$ cat src/rtl/rom_rd_arbiter.sv
// Two-port read arbiter in front of a synchronous single-port ROM.
// Grants one read per cycle and returns each word on the issuing port after RD_LAT edges.
module rom_rd_arbiter #(
    parameter int unsigned ADDR_W    = 8,
    parameter int unsigned DATA_W    = 8,
    parameter int unsigned RD_LAT    = 2,
    parameter int unsigned FIXED_PRI = 0
) (
    input  logic              sys_clk,
    input  logic              sys_rst_n,
    input  logic              req0,
    input  logic [ADDR_W-1:0] addr0,
    output logic              gnt0,
    output logic              vld0,
    input  logic              req1,
    input  logic [ADDR_W-1:0] addr1,
    output logic              gnt1,
    output logic              vld1,
    output logic [DATA_W-1:0] rdata,
    output logic [ADDR_W-1:0] rom_addr,
    input  logic [DATA_W-1:0] rom_q
);

    localparam int unsigned TAG_LAST  = RD_LAT - 1;
    localparam bit          FIXED_WIN = (FIXED_PRI != 0);

    logic              last_gnt_q, last_gnt_d;
    logic [ADDR_W-1:0] rom_addr_q, rom_addr_d;
    logic [RD_LAT-1:0] tag_vld_q,  tag_vld_d;
    logic [RD_LAT-1:0] tag_port_q, tag_port_d;
    logic              vld0_q, vld0_d;
    logic              vld1_q, vld1_d;
    logic              xfer_c;

    // Grant: a lone requester wins; on contention port 0 wins under fixed priority,
    // otherwise the port that did not win last time. Nothing is granted in reset.
    always_comb begin : grant_comb
        gnt0 = 1'b0;
        gnt1 = 1'b0;
        if (sys_rst_n) begin
            if (req0 && req1) begin
                if (FIXED_WIN || last_gnt_q) begin
                    gnt0 = 1'b1;
                end else begin
                    gnt1 = 1'b1;
                end
            end else begin
                gnt0 = req0;
                gnt1 = req1;
            end
        end
    end

    assign xfer_c = gnt0 | gnt1;

    // Issue tags {valid, port} march alongside the ROM latency.
    generate
        if (RD_LAT == 1) begin : g_tag_lat1
            assign tag_vld_d  = xfer_c;
            assign tag_port_d = gnt1;
        end else begin : g_tag_latn
            assign tag_vld_d  = {tag_vld_q[RD_LAT-2:0],  xfer_c};
            assign tag_port_d = {tag_port_q[RD_LAT-2:0], gnt1};
        end
    endgenerate

    always_comb begin : next_comb
        rom_addr_d = rom_addr_q;
        last_gnt_d = last_gnt_q;
        if (gnt0) begin
            rom_addr_d = addr0;
            last_gnt_d = 1'b0;
        end else if (gnt1) begin
            rom_addr_d = addr1;
            last_gnt_d = 1'b1;
        end
        vld0_d = tag_vld_q[TAG_LAST] & ~tag_port_q[TAG_LAST];
        vld1_d = tag_vld_q[TAG_LAST] &  tag_port_q[TAG_LAST];
    end

    // last_gnt resets to port 1 so port 0 takes the first contest.
    always_ff @(posedge sys_clk or negedge sys_rst_n) begin : state_ff
        if (!sys_rst_n) begin
            rom_addr_q <= '0;
            last_gnt_q <= 1'b1;
            tag_vld_q  <= '0;
            tag_port_q <= '0;
            vld0_q     <= 1'b0;
            vld1_q     <= 1'b0;
        end else begin
            rom_addr_q <= rom_addr_d;
            last_gnt_q <= last_gnt_d;
            tag_vld_q  <= tag_vld_d;
            tag_port_q <= tag_port_d;
            vld0_q     <= vld0_d;
            vld1_q     <= vld1_d;
        end
    end

    assign rom_addr = rom_addr_q;
    assign vld0     = vld0_q;
    assign vld1     = vld1_q;
    assign rdata    = rom_q;

    a_gnt_onehot : assert property (@(posedge sys_clk) !(gnt0 && gnt1));
    a_vld_onehot : assert property (@(posedge sys_clk) disable iff (!sys_rst_n) !(vld0 && vld1));

endmodule

$ cat config.mk
export PLATFORM = sky130hd
export DESIGN_NAME = rom_rd_arbiter
export DESIGN_NICKNAME = d
export VERILOG_FILES = /design/src/rtl/rom_rd_arbiter.sv
export SDC_FILE = /design/constraint.sdc
export NUM_CORES = 1
export LEC_CHECK = 0
export CORE_MARGIN = 5
export CORE_UTILIZATION = 34
export DETAILED_ROUTE_END_ITERATION = 8
export PLACE_DENSITY = 0.77
export SYNTH_ARGS = -nofsm -noshare
export SYNTH_HDL_FRONTEND = slang
export SYNTH_SLANG_ARGS = --single-unit
$ cat constraint.sdc
create_clock -name sys_clk -period 1.6 [get_ports sys_clk]
set_input_delay 0.32 -clock sys_clk [delete_from_list [all_inputs] [get_ports sys_clk]]
set_output_delay 0.32 -clock sys_clk [all_outputs]
set_load 0.005 [all_outputs]
### Word level (Yosys, flattened, before mapping)

Cells that the tools add are included.

| word-level totals | value |
|---|---|
| logic and storage cells | 22 |
| register bits after elaboration | 15 |

| cells by class | value |
|---|---|
| multiplexer cells | 10 |
| bitwise gates (word level) | 4 |
| reductions and logical operators | 2 |

Operators by type and width:

| kind | count |
|---|---|
| $mux 8 | 2 |
| $mux 1 | 8 |
| $and 1x1->1 | 2 |
| $reduce_bool 2->1 | 1 |
| $logic_and 1x1->1 | 1 |
| $not 1->1 | 1 |
| $or 1x1->1 | 1 |

### Depth between registers and ports, before layout

| depth | value |
|---|---|
| word-level depth | 5 |
| gate-level depth with buffers | 5 |
| mapped depth without buffers | 3 |

### Worst setup path before layout

OpenSTA, ideal clock, no wires.

| path | value |
|---|---|
| kind | register -> output |
| start | reg last_gnt_q |
| end | out gnt0 |
| arrival time | 0.833 ns |
| buffers on the path | 0 |
| required time | 1.280 ns |
| stages on the path, launching flop included | 3 |
| setup slack | 0.447 ns |
| cell sequence | dfstp_2 > and2b_4 > nor2_1 |

| on the way | value |
|---|---|
| cells in the longest elaborated chain, start to end | 3 |

RTL lines:

| element | line | RTL |
|---|---|---|
| start, declared | 27 | `logic last_gnt_q, last_gnt_d;` |
| start signal, assigned | 92 | `last_gnt_q <= last_gnt_d;` |
| $mux 1 | 42 | `if (FIXED_WIN \|\| last_gnt_q) begin` |
| $mux 1 | 41 | `if (req0 && req1) begin` |
| $mux 1 | 40 | `if (sys_rst_n) begin` |
| end, declared | 13 | `output logic gnt0,` |

No other way between the ends.

### Worst setup path in the final report

Ends and elaborated chain as after synthesis.

==> impl_results.md <==
- Global route total overflow: 0
- Worst skew pair latency: approximately 0.27 ns
- Data arrival, critical path: approximately 1.2 ns
- PnR worst setup slack: about 0.10 ns
- Ranking of synthesized cells by area: dfrtp_1 (49%), buf_4 (8.5%), a31oi_1 (6.2%)
- Worst Setup Start Kind: register
- Met3 usage: 0.0394
- Busiest grt layer: met2
- Row count: 16
- YS warnings: 0
- # setup viols final: 0
- Clock root buffer: clkbuf_4
- Final nets: 129
- Syn avg cell area: ~10 µm²
- Largest net degree at the start of global routing: 18
- Max clock buf depth: 2
- Worst Path Max Fanout: 2
- Most frequent cell after synthesis: dfrtp_1
- Max-cap violations: 0
- Worst Hold Class: in -> async
- Clock Skews: around 0.0021 ns
- Post-synthesis cell area: slightly above 700 µm²
- Max transition margin: 0.788
- Core area: 1980 µm²
- Final max-slew violation count: 0
- Fill count: ~170
- I/O Buffers: 31
- Worst Path Required: roughly 1.3 ns
- Final hold slack: about 0.19 ns
- Setup TNS: 0 ns
- Post-synth EDFFs: 0
- Register area share after synthesis: 0.531
- Final ANT Viol Nets: 0
- First-pass GRT wire length: about 2800 µm
- Vert. Die Dim: between 50 and 60 µm
- Largest family of logic cells by synthesized area: simple AND/OR/NAND/NOR gates
- Dominant cell type by area after synthesis: dfrtp_1
- Global-route met2 utilization: 0.177
- Area grow syn2layout: 44.1%
- CTS tree: done
- Clock transition at the registers of the reported paths: ~0.080 ns
- Drt first-iter violations: 10
- Cts hold-fix bufs: 0
- Setup crit end kind: output pin
- Post-CTS Setup Bufs: 0
- Drt wl/cell: roughly 13 µm
- # diodes: 0
- Leak pwr: 0.417 nW
- Fin. Hold Viols: 0
- DRC violations left: 0
- FF-to-FF setup slack: between 0.2 and 0.3 ns
- Synth top area share: 0.494
- Gr usage total: 0.114
- Peak supply drop: 0.000331 V
- Crit Path Class: reg -> out
- Post_cts resized: 8
- Pre-CTS setup slack: -0.345 ns
- Yosys reg bits: 15
- Post-Synth Adder-Cell Area: 0
- Die area: approximately 3100 µm²
- Complex-gate fraction of the synthesized area: 0.160
- Crit share post-route: 0.934
- Asr flop ratio synth: 1.00
- Worst slew pin tran: between 0.3 and 0.4 ns
- Status: complete, no violations
- Critical R2R Capture: rom_addr[6]
- Placer congestion estimate: 0.785
- Tot Pwr: 0.892 mW
- Die Width: roughly 56 µm
- Vias in the first global route: 599
- Via/cell ratio: 4.68
- Synth Flop Type: dfrtp_1
- CTS buffer count: 3
- Cells after synthesis: between 70 and 80
- Syn_nets: 99
- Total routed wirelength: around 1700 µm
- TritonRoute pass-1 iters: 4
- Mux contribution to synthesized area: 0
- Starting Density: 0.358
- Commonest cells in the netlist: dfrtp_1 (14), buf_4 (8), nand3_1 (8), nor2_1 (8), o21ai_0 (8)
- Clock sinks: 15
- Period minus WS final: between 1 and 1.5 ns
- XOR/XNOR Fraction of Synth Area: 0
- Distinct cells, synth: 20
- Layout cells sized above 1: 0.170
- Fmax: roughly 670 MHz
- RSZ-0062 raised after global routing: no
- Reg-to-reg startpoint: last_gnt_q
- Initial antenna violation count: 0
- M1 GR Usage: 0.134
- Top-Level Pins: 48
- H-tree depth: 1
- Post-synthesis simple-gate area fraction: 0.173
- Worst R2R Path Depth: 4
- Power per cell area: about 870 nW/µm²
- Vias post-DR: ~590
cells in the final DEF, fill, tap and decap left out, drive strengths merged:
cell / n
clkdlybuf4s50: 28
dfrtp: 14
nor2: 9
o21ai: 9
nand3: 8
a31oi: 8
buf: 7
clkbuf: 5
nand2: 3
and2: 2
and2b: 1
a21oi: 1
o21a: 1
nor2b: 1
nand2b: 1
dlygate4sd2: 1
dfstp: 1
final cells by class:
type | instances | area, µm² | share of cell area
flip-flops and latches | 15 | 377 | 0.368
repair buffers | 37 | 344 | 0.337
well taps | 27 | 33.8 | 0.0330
multi-input cells | 44 | 241 | 0.236
clock buffers | 4 | 26.3 | 0.0257
metrics by stage:
stage               cell area, µm²  utilization  cells
floorplan                      709            -     71
global placement              1000        0.506    123
detailed placement            1000        0.506    123
CTS                           1030        0.518    127
global route                  1020        0.516    127
finish                        1020        0.516    127
power by group:
part	switching, mW	total, mW	internal, mW
combinational	0.0943	0.241	0.147
sequential	0.0221	0.447	0.425
clock	0.107	0.203	0.0965
total	0.223	0.892	0.669
flip-flops by register name (all words and copies together) (netlist names):
name,count
tag_vld_q,2
vld1,1
tag_port_q,2
last_gnt_q,1
vld0,1
rom_addr,8
worst max-delay path, stage by stage, from the launching register on:
cell     delay, ns
dfstp_2       0.54
and2b_4       0.18
nor2_1        0.07
buf_2         0.12
routing by layer:
| metal | wire length (µm) | vias to the layer above |
|---|---|---|
| met2 | 784 | 29 |
| met4 | 10 | 0 |
| met3 | 152 | 2 |
| met1 | 714 | 267 |
| met5 | 0 | - |
| li1 | - | 296 |
kinds of logic after synthesis:
kind of cell,after synthesis
compound gates,19
buf+inv,12
flops,15
simple gates,25
worst max-delay path by stage:
stage               start   end  slack (ns)
6_report       last_gnt_q  gnt0        0.10
3_3_place_gp    sys_rst_n  gnt1       -0.32
2_1_floorplan  last_gnt_q  gnt0        0.45
3_5_place_dp    sys_rst_n  gnt1       -0.35
4_1_cts              req1  gnt1        0.02
5_1_grt        last_gnt_q  gnt0        0.03
No activity file was read; power rests on OpenSTA's default activity.
